==> src/rtl/stream_demux.sv <==
// Registered 1-to-2 stream demultiplexer: each packet is steered whole to out0 or out1,
// and each destination has its own one-entry output register.
//
// state  | meaning
// -------+-------------------------------------------
// IDLE   | no packet in progress, select picks dest
// ROUTE0 | packet locked to out0 until last beat
// ROUTE1 | packet locked to out1 until last beat
module stream_demux #(
  parameter int unsigned width = 2
) (
  input  logic             clk,
  input  logic             reset,
  input  logic             select,
  input  logic             in_valid,
  input  logic [width-1:0] in_data,
  input  logic             in_last,
  output logic             in_ready,
  output logic             out0_valid,
  output logic [width-1:0] out0_data,
  output logic             out0_last,
  input  logic             out0_ready,
  output logic             out1_valid,
  output logic [width-1:0] out1_data,
  output logic             out1_last,
  input  logic             out1_ready
);

  typedef enum logic [1:0] {IDLE, ROUTE0, ROUTE1} state_t;

  state_t           state_q, state_d;
  logic             out0_valid_q, out0_valid_d;
  logic [width-1:0] out0_data_q, out0_data_d;
  logic             out0_last_q, out0_last_d;
  logic             out1_valid_q, out1_valid_d;
  logic [width-1:0] out1_data_q, out1_data_d;
  logic             out1_last_q, out1_last_d;
  logic             dest;
  logic             accept;
  logic             load0, load1;

  always_comb begin
    dest = 1'b0;
    case (state_q)
      IDLE:    dest = select;
      ROUTE0:  dest = 1'b0;
      ROUTE1:  dest = 1'b1;
      default: dest = 1'b0;
    endcase
  end

  // in_ready looks through the destination register so a drain and a load can share a cycle
  assign in_ready = !reset && (dest ? (!out1_valid_q || out1_ready)
                                    : (!out0_valid_q || out0_ready));
  assign accept   = in_valid && in_ready;
  assign load0    = accept && !dest;
  assign load1    = accept && dest;

  always_comb begin
    state_d      = state_q;
    out0_valid_d = out0_valid_q;
    out0_data_d  = out0_data_q;
    out0_last_d  = out0_last_q;
    out1_valid_d = out1_valid_q;
    out1_data_d  = out1_data_q;
    out1_last_d  = out1_last_q;

    if (accept) begin
      if (in_last) state_d = IDLE;
      else         state_d = dest ? ROUTE1 : ROUTE0;
    end

    if (load0) begin
      out0_valid_d = 1'b1;
      out0_data_d  = in_data;
      out0_last_d  = in_last;
    end else if (out0_valid_q && out0_ready) begin
      out0_valid_d = 1'b0;
    end

    if (load1) begin
      out1_valid_d = 1'b1;
      out1_data_d  = in_data;
      out1_last_d  = in_last;
    end else if (out1_valid_q && out1_ready) begin
      out1_valid_d = 1'b0;
    end
  end

  always_ff @(posedge clk) begin
    if (reset) begin
      state_q      <= IDLE;
      out0_valid_q <= 1'b0;
      out0_data_q  <= '0;
      out0_last_q  <= 1'b0;
      out1_valid_q <= 1'b0;
      out1_data_q  <= '0;
      out1_last_q  <= 1'b0;
    end else begin
      state_q      <= state_d;
      out0_valid_q <= out0_valid_d;
      out0_data_q  <= out0_data_d;
      out0_last_q  <= out0_last_d;
      out1_valid_q <= out1_valid_d;
      out1_data_q  <= out1_data_d;
      out1_last_q  <= out1_last_d;
    end
  end

  assign out0_valid = out0_valid_q;
  assign out0_data  = out0_data_q;
  assign out0_last  = out0_last_q;
  assign out1_valid = out1_valid_q;
  assign out1_data  = out1_data_q;
  assign out1_last  = out1_last_q;

endmodule
==> config.mk <==
export PLATFORM = sky130hd
export DESIGN_NAME = stream_demux
export DESIGN_NICKNAME = d
export VERILOG_FILES = /design/src/rtl/stream_demux.sv
export SDC_FILE = /design/constraint.sdc
export NUM_CORES = 1
export LEC_CHECK = 0
export ABC_AREA = 1
export CAP_MARGIN = 10
export CORE_AREA = 2 2 39 41
export DETAILED_ROUTE_END_ITERATION = 10
export DIE_AREA = 0 0 41 43
export DONT_BUFFER_PORTS = 1
export PLACE_DENSITY_LB_ADDON = 0.15
export SLEW_MARGIN = 20
export SYNTH_ARGS = -nofsm -noshare
export SYNTH_HDL_FRONTEND = slang
export SYNTH_SLANG_ARGS = --single-unit
==> constraint.sdc <==
create_clock -name clk -period 1 [get_ports clk]
set_input_delay 0.2 -clock clk [delete_from_list [all_inputs] [get_ports clk]]
set_output_delay 0.2 -clock clk [all_outputs]
set_load 0.005 [all_outputs]
==> flow_metrics.tcl, run 1 <==
set metrics [dict create \
    outcome "finished with violations" \
    violations "negative setup slack" \
    io_buffer_count 0 \
    cts_buffers 3 \
    power_uw 959 \
    drt_iter0_drc 3 \
    wl_met1_um 424 \
    dieArea_um2 1760 \
    nets 87 \
    via_per_inst 4.71 \
    path_class "reg2out" \
    fp.dieW_um 41 \
    wl_met3_um 48 \
    p_sw_uw 246 \
    slew_headroom_pct 85.9 \
    finalSetupTns_ps -1460 \
    root_buffer "clkbuf_4" \
    cts_sinks 10 \
    netlist_area_um2 528 \
    grt_max_degree 7 \
    grt_first_pass_wirelength_um 1730 \
    dieHeight_um 43 \
    cts_max_level 1 \
    start_util_pct 38.2 \
    routed.top_layer "met4" \
    sw_frac_of_total_pct 25.6 \
    worst_slew_pin_slew_ps 210 \
    max-cap-violations 0 \
    place_ws_ps -84.0 \
    cp.required_ps 800 \
    setup_viol 11 \
    skew_ps 0.703 \
    clkPwrFrac_pct 37.9 \
    tritoncts "yes" \
    fin_crit_sh_pct 120 \
    synth.avg_cell_area_um2 8.66 \
    grt_usage_pct 15.2 \
    ir_worst_vdd_uv 663 \
    finalHoldViolCount 0 \
    area_growth_pct 38.9 \
    rows 14 \
    crit_arrival_ps 1000 \
    grt_pass1_vias 430 \
    met2WireLength_um 617 \
    synth_nets 70 \
    seqPwrFrac_pct 45.1 \
    combPwrFrac_pct 17.0 \
    synth.ff_latch_count 10 \
    wl_per_cell_um 11.8 \
    hold_class "in2reg" \
    power.internal_uw 713 \
    ant_nets 0 \
    vias 438 \
    n_antenna_cell 0 \
    netlist_top_cells_area "dfxtp_1, nor2_1, nand2_8, inv_2, nor2_4" \
    core_area_um2 1380 \
    critPathLaunchType "register" \
    seqCellArea_um2 205 \
    synth_cell_types 19 \
    yosysTopAreaCellShare_pct 37.9 \
    globalRouteOverflowTotal 0 \
    clk_pin_slew_worst_paths_ps 70 \
    multiInputGateArea_um2 333 \
    worst-path-max-fanout 4 \
    wl_um 1100 \
    drc 0 \
    fin_ws_ps -196 \
    post_dp_cell_area_um2 602 \
    power_leakage_uw 0.000293 \
    timing.critical_path.to_type "primary output" \
    dr.pass1.iters 2 \
    p_per_area_nw_per_um2 1310 \
    n_fill_cell 148 \
    clock_path_buffers 2 \
    final_cell_area_um2 733 \
    period_minus_slack_ps 1200 \
    yosys_warnings 0 \
    insertion_delay_ps 260 \
    antenna_found_initial 0 \
    hpwl_um 771 \
    synth_sequential_area_ratio_pct 37.9 \
    maxSlewViolCount 0 \
    place.gp.congestion 0.708 \
    rsz0062_at_grt "true" \
    ios 18 \
    layout-drive-gt1-share_pct 59.7 \
    synth_top_cell_by_area "dfxtp_1" \
    synthCells 61 \
    timing.fmax_mhz 836 \
]
==> registers in the layout, indices dropped and copies added, names as in the netlist <==
register	cells
out0_data	2
out0_last	1
out0_valid	1
out1_data	2
out1_last	1
out1_valid	1
state_q	2
==> stage by stage <==
step                cells  utilization [%]  hold WS [ps]
global route           93             53.0          85.9
global placement       84             43.5           257
CTS                    92             51.4          77.0
detailed placement     84             43.5           257
floorplan              61                -           255
finish                 93             53.0          81.4
==> area by class of cell <==
type	count	area share, %
clock buffers	4	4.95
repair buffers	12	12.6
inverters	11	6.31
flip-flops and latches	10	28.0
well taps	16	2.73
multi-input cells	40	45.4
==> cells by family after synthesis <==
logic type	after synthesis	synth area share, %
and+or+nand+nor	32	45.5
DFF	10	37.9
AOI/OAI and AO/OA	8	8.29
buffers and inverters	11	8.29
==> worst max-delay path, stage by stage, from the launching register on <==
cell     delay [ps]
dfxtp_2         340
inv_2            40
nand2_4          90
nand2_8          70
nand2_8          60
inv_4            40
nor2_8          100
==> power groups by stage <==
stage	sequential (uW)	combinational, uW	clock, uW
floorplan	439	97.1	0
global placement	441	128	0
detailed placement	441	130	0
CTS	432	157	381
global route	435	179	395
finish	433	163	364
==> final timing paths <==
path / from / to / slack [ps] / cells after the start
worst max-delay path: state_q[1] / in_ready / -200 / 6
worst min-delay path: in_last / out0_last / 80 / 2
worst max register to register: state_q[1] / out1_data[1] / -180 / 9
worst min register to register: out1_last / out1_last / 500 / 2
==> cell usage in the layout, fill, tap and decap left out <==
master	n
inv_1	3
a21oi_1	2
dlygate4sd3_1	1
nor2_4	4
inv_4	2
clkbuf_4	3
nand4_1	2
nor2_1	11
nand3_2	1
nand2_2	1
nand4_4	2
nand2_8	2
nand2_1	3
o21ai_1	3
a21oi_2	3
nand3_4	1
inv_2	6
clkbuf_8	1
nand2_4	2
buf_4	11
nor2_2	2
nor2_8	1
dfxtp_2	4
dfxtp_1	6
==> synth_stat cells <==
cell     instances
inv_1            4
inv_4            1
nand4_1          2
a21oi_1          4
nand3_2          2
nand2_1          4
nor2_1          14
nand2_8          2
nand4_4          1
nor2_2           1
nand4_2          1
nor2_8           1
nor2_4           2
nand2_4          1
o21ai_1          3
inv_2            6
a21oi_2          1
nand2_2          1
dfxtp_1         10
==> metal layers <==
layer	global-route usage, %	vias to the layer above
met4	10.0	0
met1	19.0	197
met2	21.9	8
met5	0	-
met3	3.66	2
li1	-	231
==> timing repair <==
item                                    CTS  global route
hold buffers                              1             0
hold endpoints to repair                  4             0
endpoints found under the setup margin   10            11
setup buffers                             3             1
resized for setup                        10             6
pin swaps                                 7             6
(Power assumes the default switching activity.)
==> inputs of run 2 (changes only) <==
--- a/config.mk
+++ b/config.mk
@@ -12,6 +12,7 @@
 export DIE_AREA = 0 0 41 43
 export DONT_BUFFER_PORTS = 1
 export PLACE_DENSITY_LB_ADDON = 0.15
+export SETUP_SLACK_MARGIN = 0.5
 export SLEW_MARGIN = 20
 export SYNTH_ARGS = -nofsm -noshare
 export SYNTH_HDL_FRONTEND = slang
==> flow_metrics.tcl, run 2 (synthesis gave the netlist of run 1 again) <==
set metrics [dict create \
    wl_per_cell_um 10.7 \
    io_buffer_count 0 \
    dr.pass1.iters 4 \
    via_per_inst 4.52 \
    clock_path_buffers 2 \
    hold_slack_ps -17.4 \
    grt_max_degree 7 \
    wl_met3_um 49 \
    timing.critical_path.to_type "primary output" \
    slew_headroom_pct 88.4 \
    crit_arrival_ps 1000 \
    setup_viol 11 \
    layout-drive-gt1-share_pct 68.4 \
    power_leakage_uw 0.000298 \
    core_area_um2 1380 \
    grt_first_pass_wirelength_um 1710 \
    globalRouteOverflowTotal 0 \
    final_cell_area_um2 719 \
    hpwl_um 770 \
    reg2reg_to "out0_data[0]" \
    outcome "finished with violations" \
    reg2reg_depth 8 \
    worst_slew_pin_slew_ps 173 \
    worst-path-max-fanout 4 \
    cts_sinks 10 \
    start_util_pct 38.2 \
    cp.required_ps 800 \
    violations "negative hold slack, negative setup slack" \
    period_minus_slack_ps 1200 \
    p_per_area_nw_per_um2 1310 \
    layout_commonest_cell "nor2_1" \
    skew_ps 3.77 \
    drc 0 \
    grt_usage_pct 15.1 \
    routed.top_layer "met4" \
    final_cell_mix "nor2_1, dfxtp_2, buf_4" \
    grt_pass1_vias 410 \
    rsz0062_at_grt "true" \
    hold_class "in2reg" \
    critPathLaunchType "register" \
    drt_iter0_drc 3 \
    ant_nets 0 \
    met2WireLength_um 520 \
    place_ws_ps -78.9 \
    cp_slowest_cell "dfxtp_2" \
    path_common_cell "nand2_4" \
    post_dp_cell_area_um2 611 \
    n_antenna_cell 0 \
    wl_um 988 \
    nets 86 \
    dieHeight_um 43 \
    path_cells "inv_2 > nand2_4 > nand3_4 > nand2_4 > nor2_8" \
    vias 416 \
    wl_met1_um 406 \
    insertion_delay_ps 260 \
    maxSlewViolCount 0 \
    finalHoldViolCount 4 \
    antenna_found_initial 0 \
    root_buffer "clkbuf_4" \
    tritoncts "yes" \
    cts_max_level 1 \
    fin_ws_ps -196 \
    dieArea_um2 1760 \
    min_path_cells 1 \
    place.gp.congestion 0.731 \
    area_growth_pct 36.3 \
    fin_crit_sh_pct 120 \
    path_class "reg2out" \
    cp_slowest_stage_delay_ps 320 \
    rows 14 \
    min_from "reset" \
    reg2reg_from "state_q[1]" \
    max-cap-violations 0 \
    worstHoldEndpoint "state_q[1]" \
    rrSetupSlack_ps -160 \
    post-route-util_pct 52.0 \
    cts_buffers 3 \
    clk_pin_slew_worst_paths_ps 70 \
    fp.dieW_um 41 \
    ios 18 \
    ir_worst_vdd_uv 769 \
    timing.fmax_mhz 836 \
]
-- run 2: layer usage --
layer / vias to the layer above / global-route usage, %
met5: - / 0
met4: 0 / 10.0
met3: 2 / 4.71
met2: 9 / 20.0
met1: 178 / 20.0
li1: 227 / -
-- run 2: final cells by class --
class | instances | area [um^2]
fill | 132 | 664
multi-input combinational | 40 | 320
sequential | 10 | 213
timing repair buffer | 11 | 86.3
inverter | 11 | 43.8
clock buffer | 4 | 36.3
tap | 16 | 20.0
-- run 2: how the worst max path moves through the flow --
| stage | from | endpoint | slack (ps) | cells past startpoint |
|---|---|---|---|---|
| detailed placement | state_q[1] | out1_last | -80 | 8 |
| CTS | state_q[1] | in_ready | -220 | 6 |
| global route | state_q[1] | in_ready | -270 | 6 |
| finish | state_q[1] | in_ready | -200 | 5 |
| global placement | state_q[1] | out1_last | -70 | 8 |
| floorplan | state_q[1] | out1_last | -10 | 9 |
-- run 2: stage by stage --
| stage | cells | power [uW] | setup TNS, ps |
|---|---|---|---|
| floorplan | 61 | 540 | -26.0 |
| global placement | 84 | 573 | -309 |
| detailed placement | 84 | 574 | -377 |
| CTS | 92 | 956 | -1470 |
| global route | 92 | 1010 | -2440 |
| finish | 92 | 943 | -1460 |
-- run 2: repair_timing --
action / 4_1_cts / 5_1_grt
endpoints found under the setup margin: 19 / 19
pin swaps: 10 / 3
buffers inserted: 4 / 0
hold endpoints to repair: 4 / 4
gates resized for setup: 10 / 3
-- run 2: critical path, delay by kind of cell (launching register included) --
kind,cells,cell delay (ps)
buffers and inverters,1,60
AND/OR/NAND/NOR,4,350
flip-flops,1,320
-- run 2: report_power, final --
part           internal, uW  switching, uW
Sequential              422           13.9
Combinational          68.4           82.1
Clock                   221            135
Total                   711            231
